[config.mk]
export PLATFORM = sky130hd
export DESIGN_NAME = sm_accumulator_16
export DESIGN_NICKNAME = d
export VERILOG_FILES = /design/src/rtl/sm_accumulator_16.sv
export SDC_FILE = /design/constraint.sdc
export NUM_CORES = 1
export LEC_CHECK = 0
export BUFFER_PORTS_ARGS = -buffer_cell sky130_fd_sc_hd__buf_2
export CELL_PAD_IN_SITES_DETAIL_PLACEMENT = 0
export CELL_PAD_IN_SITES_GLOBAL_PLACEMENT = 1
export CORE_ASPECT_RATIO = 1.2
export CORE_MARGIN = 4
export CORE_UTILIZATION = 40
export DETAILED_ROUTE_END_ITERATION = 10
export PLACE_DENSITY_LB_ADDON = 0.12
export SLEW_MARGIN = 20
export SYNTH_ARGS = -nofsm -noshare
export SYNTH_HDL_FRONTEND = slang
export SYNTH_SLANG_ARGS = --single-unit
[constraint.sdc]
create_clock -name clk -period 1.93 [get_ports clk]
set_input_delay 0.0965 -clock clk [delete_from_list [all_inputs] [get_ports clk]]
set_output_delay 0.0965 -clock clk [all_outputs]
set_load 0.1 [all_outputs]
[src/rtl/sm_accumulator_16.sv]
// Digit-serial sign-magnitude accumulator: adds signed operands into a running total, one DIGIT_W-bit digit per cycle.
// Build option: define SMACC_SATURATE_EN to saturate the magnitude on add overflow instead of wrapping.
module sm_accumulator_16 #(
    parameter int WIDTH   = 16,
    parameter int DIGIT_W = 4
) (
    input  logic             clk,
    input  logic             reset,
    input  logic             In_valid,
    output logic             In_ready,
    input  logic [WIDTH-1:0] Mag_in16,
    input  logic             Sign_in,
    input  logic             Clear,
    output logic [WIDTH-1:0] Acc_mag16,
    output logic             Acc_negative,
    output logic             Overflow,
    output logic             Done
);

    localparam int N     = WIDTH / DIGIT_W;
    localparam int IDX_W = $clog2(N + 1);

    typedef enum logic [1:0] {
        S_IDLE   = 2'd0,
        S_ACCUM  = 2'd1,
        S_NEGATE = 2'd2,
        S_DONE   = 2'd3
    } state_t;

    state_t           state_q, state_d;
    logic [WIDTH-1:0] opb_q, opb_d;
    logic [WIDTH-1:0] work_q, work_d;
    logic [IDX_W-1:0] idx_q, idx_d;
    logic             cy_q, cy_d;
    logic             sub_q, sub_d;
    logic             res_neg_q, res_neg_d;
    logic [WIDTH-1:0] acc_mag_q, acc_mag_d;
    logic             acc_neg_q, acc_neg_d;
    logic             ovf_q, ovf_d;
    logic             done_q, done_d;
    logic             ready_q, ready_d;

    logic [DIGIT_W:0] step_s;
    logic [DIGIT_W:0] neg_step_s;
    logic             op_neg_s;

    function automatic logic [DIGIT_W:0] digit_step(input logic [DIGIT_W-1:0] a,
                                                     input logic [DIGIT_W-1:0] b,
                                                     input logic             cin,
                                                     input logic             sub);
        if (sub) begin
            digit_step = {1'b0, a} - {1'b0, b} - {{DIGIT_W{1'b0}}, cin};
        end else begin
            digit_step = {1'b0, a} + {1'b0, b} + {{DIGIT_W{1'b0}}, cin};
        end
    endfunction

    // Low digits of the rotating working registers feed the digit datapath; top bit is carry/borrow out.
    assign step_s     = digit_step(work_q[DIGIT_W-1:0], opb_q[DIGIT_W-1:0], cy_q, sub_q);
    assign neg_step_s = {1'b0, ~work_q[DIGIT_W-1:0]} + {{DIGIT_W{1'b0}}, cy_q};
    // A negative zero operand is treated as +0 when choosing add or subtract.
    assign op_neg_s   = Sign_in & (|Mag_in16);

    // Next-state and datapath control.
    always_comb begin
        state_d   = state_q;
        opb_d     = opb_q;
        work_d    = work_q;
        idx_d     = idx_q;
        cy_d      = cy_q;
        sub_d     = sub_q;
        res_neg_d = res_neg_q;
        acc_mag_d = acc_mag_q;
        acc_neg_d = acc_neg_q;
        ovf_d     = ovf_q;
        case (state_q)
            S_IDLE: begin
                if (Clear) begin
                    acc_mag_d = {WIDTH{1'b0}};
                    acc_neg_d = 1'b0;
                    ovf_d     = 1'b0;
                end else if (In_valid) begin
                    opb_d     = Mag_in16;
                    work_d    = acc_mag_q;
                    idx_d     = {IDX_W{1'b0}};
                    cy_d      = 1'b0;
                    sub_d     = (op_neg_s != acc_neg_q);
                    res_neg_d = acc_neg_q;
                    state_d   = S_ACCUM;
                end else begin
                    state_d = S_IDLE;
                end
            end
            S_ACCUM: begin
                // Digits rotate in at the top, so after N steps the result sits in place.
                if (idx_q != IDX_W'(N)) begin
                    work_d = {step_s[DIGIT_W-1:0], work_q[WIDTH-1:DIGIT_W]};
                    opb_d  = opb_q >> DIGIT_W;
                    cy_d   = step_s[DIGIT_W];
                    idx_d  = idx_q + IDX_W'(1);
                end else if (!sub_q) begin
                    if (cy_q) begin
                        ovf_d = 1'b1;
`ifdef SMACC_SATURATE_EN
                        acc_mag_d = {WIDTH{1'b1}};
                        acc_neg_d = res_neg_q;
`else
                        acc_mag_d = work_q;
                        acc_neg_d = res_neg_q & (|work_q);
`endif
                    end else begin
                        acc_mag_d = work_q;
                        acc_neg_d = res_neg_q & (|work_q);
                    end
                    state_d = S_DONE;
                end else if (cy_q) begin
                    idx_d     = {IDX_W{1'b0}};
                    cy_d      = 1'b1;
                    res_neg_d = ~res_neg_q;
                    state_d   = S_NEGATE;
                end else begin
                    acc_mag_d = work_q;
                    acc_neg_d = res_neg_q & (|work_q);
                    state_d   = S_DONE;
                end
            end
            S_NEGATE: begin
                work_d = {neg_step_s[DIGIT_W-1:0], work_q[WIDTH-1:DIGIT_W]};
                cy_d   = neg_step_s[DIGIT_W];
                idx_d  = idx_q + IDX_W'(1);
                if (idx_q == IDX_W'(N - 1)) begin
                    acc_mag_d = work_d;
                    acc_neg_d = res_neg_q & (|work_d);
                    state_d   = S_DONE;
                end else begin
                    state_d = S_NEGATE;
                end
            end
            S_DONE: begin
                state_d = S_IDLE;
            end
            default: begin
                state_d = S_IDLE;
            end
        endcase
        done_d  = (state_d == S_DONE);
        ready_d = (state_d == S_IDLE);
    end

    // State and output registers with synchronous reset.
    always_ff @(posedge clk) begin
        if (reset) begin
            state_q   <= S_IDLE;
            opb_q     <= {WIDTH{1'b0}};
            work_q    <= {WIDTH{1'b0}};
            idx_q     <= {IDX_W{1'b0}};
            cy_q      <= 1'b0;
            sub_q     <= 1'b0;
            res_neg_q <= 1'b0;
            acc_mag_q <= {WIDTH{1'b0}};
            acc_neg_q <= 1'b0;
            ovf_q     <= 1'b0;
            done_q    <= 1'b0;
            ready_q   <= 1'b1;
        end else begin
            state_q   <= state_d;
            opb_q     <= opb_d;
            work_q    <= work_d;
            idx_q     <= idx_d;
            cy_q      <= cy_d;
            sub_q     <= sub_d;
            res_neg_q <= res_neg_d;
            acc_mag_q <= acc_mag_d;
            acc_neg_q <= acc_neg_d;
            ovf_q     <= ovf_d;
            done_q    <= done_d;
            ready_q   <= ready_d;
        end
    end

    assign Acc_mag16    = acc_mag_q;
    assign Acc_negative = acc_neg_q;
    assign Overflow     = ovf_q;
    assign Done         = done_q;
    assign In_ready     = ready_q;

endmodule

==> out/qor.csv <==
stage,metric,value,unit
power,seqPwrFrac,42.1,%
power,power.density,780,nW/um^2
timing,clock_skew,0.0142,ns
critical_path,path_buf_inv,1,
run_status,status,finished with violations,
synthesis,synth.ff_latch_count,60,
clock_tree,cts.htree.levels,3,
floorplanning,die_w,92.8,um
clock_tree,max-clock-path-buffers,2,
power,clock_power_share,31.3,%
route,dr_total_vias,3088,
synthesis,yosysSeqAreaShare,34.8,%
global_route,antenna_found_initial,0,
floorplanning,dieArea,10200,um^2
layout,area_growth_syn_to_layout,22.5,%
critical_path,path_common_cell,fa_2,
route,dr.pass1.iters,4,
clock_tree,clkTransAtPathRegs,0.08,ns
clock_tree,cts.sink_count,60,
route,drc,0,
critical_path,cp_max_fo,2,
layout,fin_util,51.2,%
synthesis,ys_warn_count,0,
critical_path,slowest_delay,0.41,ns
power,total_power,3290,uW
clock_tree,root_buffer,clkbuf_8,
floorplanning,core_area,8240,um^2
timing,hold_viol_final,0,
global_route,grt_max_degree,28,
power,max-vdd-ir-drop,374,uV
clock_tree,cts_tree,built,
floorplanning,rows,36,
timing,report.final.setup_viol,3,
global_route,grt_util_all_layers,19.4,%
layout,n_fill_cell,833,
route,drtIter0Drc,114,
global_route,grt_pass1_vias,3186,
synthesis,ys.flop_type,dfxtp_1,
route,wl_per_cell,16.3,um
critical_path,worstSetupPathType,reg2reg,
layout,mostFrequentLayoutCells,"57 x dfxtp_1, 40 x buf_2, 39 x nand2_1, 33 x a21oi_1, 32 x buf_4",
route,via_per_inst,5.42,
synthesis,async_reset_ff_share,0,%
timing,whs,0.0203,ns
placed_design,dp_hpwl,6920,um
timing,fin_crit,1.97,ns
synthesis,syn_avg_cell_area,8.75,um^2
synthesis,syn_inst,394,
floorplanning,die_y,110,um
synthesis,yosysUniqueCellTypes,56,
floorplanning,io_pins,41,
synthesis,synth-edff-count,0,
critical_path,worstPathRequired,2.16,ns
timing,rsz0062_at_grt,true,
run,maxCapViolations,0,
timing,post-route-period-util,102,%
synthesis,synth_area,3450,um^2
timing,drv_slew,0,
critical_path,path_delay_family,adder cells,
critical_path,end_kind,register,
power,comb_power_share,26.6,%
clock_tree,holdBufCountCts,0,
timing,relSlewSlack,64.1,%
power,p_int,2200,uW
placed_design,pre_cts_ws,-0.101,ns
power,p_sw,1100,uW
clock_tree,clock_latency,0.34,ns
global_route,grt_overflow,0,
critical_path,critPathSlowestCell,fa_2,
layout,n_antenna_cell,0,
layout,layout-drive-gt1-share,30.7,%
route,drt-total-wl,9300,um
placed_design,gp_congestion,0.883,
layout,final_common_cell,dfxtp_1,
power,p_leak,0.00162,uW
synthesis,synthesis.nets,435,
placed_design,port_buffers,40,
timing,max_freq,506,MHz
critical_path,worstPathCellList,inv_2 -> fa_2 -> fa_2 -> nand2b_1 -> a21oi_2 -> o22ai_1 -> o211ai_1 -> a21oi_1,
power,p_sw_share,33.3,%
critical_path,worstPathArrival,2.20,ns
route,antenna_left,0,
timing,layout_setup_ws,-0.0446,ns
run_status,violations,negative setup slack,
clock_tree,cts_inserted_buffers,9,
critical_path,start_kind,register,
global_route,grt_pass1_wl,15300,um
timing,worstMarginPinSlew,0.539,ns
floorplanning,initial_core_util,41.8,%
worst_hold_path,hp-class,in2reg,
layout,fin_nets,492,
==> logic make-up after synthesis <==
family / Yosys count / synth area share [%]
AO/OA/AOI/OAI: 110 / 24.6
XOR/XNOR: 4 / 1.02
adder cells (fa/ha/maj): 20 / 8.13
buffers and inverters: 51 / 7.84
flip-flops: 60 / 34.8
multiplexers: 15 / 4.43
AND/OR/NAND/NOR: 134 / 19.2
==> final cells by class <==
class / instances / area [um^2] / share of cell area (%)
clock buffers: 11 / 141 / 3.35
clock inverters: 5 / 37.5 / 0.889
inverters: 20 / 75.1 / 1.78
multi-input cells: 283 / 2080 / 49.2
flip-flops and latches: 60 / 1210 / 28.7
well taps: 114 / 143 / 3.38
repair buffers: 77 / 541 / 12.8
==> final timing paths <==
| check | endpoint | cells past startpoint | slack [ns] | from |
|---|---|---|---|---|
| setup / recovery | cy_q | 8 | -0.04 | opb_q[0] |
| hold / removal | opb_q[13] | 3 | 0.02 | Mag_in16[13] |
| setup reg to reg | cy_q | 8 | -0.04 | opb_q[0] |
| hold reg to reg | opb_q[15] | 2 | 0.46 | opb_q[15] |
==> cells in the mapped netlist, drive strengths merged, types with 5 or more instances <==
| library cell | instances | area share (%) |
|---|---|---|
| clkbuf | 9 | 0.98 |
| a21oi | 37 | 5.8 |
| dfxtp | 60 | 35 |
| nor3 | 13 | 1.9 |
| a221oi | 12 | 3.0 |
| a22o | 14 | 3.6 |
| buf | 22 | 4.7 |
| nand2b | 5 | 1.2 |
| inv | 20 | 2.2 |
| ha | 16 | 5.8 |
| nand3 | 18 | 2.8 |
| nor2 | 36 | 4.4 |
| nor4 | 7 | 1.3 |
| a211oi | 20 | 5.5 |
| nand2 | 39 | 4.2 |
| mux2i | 13 | 3.8 |
==> what timing repair did <==
action,in CTS,in global routing
pin swaps,8,9
setup endpoints to repair,6,19
setup buffers,2,1
gates resized for setup,8,13
==> layer usage <==
metal / routed length, um / GRT usage [%] / vias up
li1: - / - / 1550
met1: 3880 / 21.8 / 1446
met2: 4840 / 35.5 / 73
met3: 372 / 4.65 / 19
met4: 209 / 7.33 / 0
met5: 0 / 0 / -
==> per-stage QoR <==
stage          area (um^2)  setup TNS (ns)  instances
2_1_floorplan         3460         -0.0331        394
3_3_place_gp          3920          -0.193        551
3_5_place_dp          3920          -0.341        551
4_1_cts               4130         -0.0836        569
5_1_grt               4220          -0.599        570
6_report              4220         -0.0776        570
==> flip-flops by register name (all words and copies together), names as in the netlist <==
register      flops
Done              1
Acc_mag16        16
work_q           16
state_q           2
Acc_negative      1
Overflow          1
opb_q            16
idx_q             3
res_neg_q         1
sub_q             1
cy_q              1
In_ready          1
==> worst register-to-register path, stage by stage, from the launching register on <==
cell	delay [ns]
dfxtp_2	0.33
inv_2	0.04
fa_2	0.41
fa_2	0.38
nand2b_1	0.18
a21oi_2	0.17
o22ai_1	0.11
o211ai_1	0.17
a21oi_1	0.08
==> power groups by stage <==
stage          Combinational (uW)  Sequential, uW  Clock [uW]
3_3_place_gp                  829            1410           0
3_5_place_dp                  833            1410           0
5_1_grt                       963            1390        1130
2_1_floorplan                 573            1420           0
6_report                      876            1380        1030
4_1_cts                       858            1380        1060
Power figures use the tool's default switching activity.
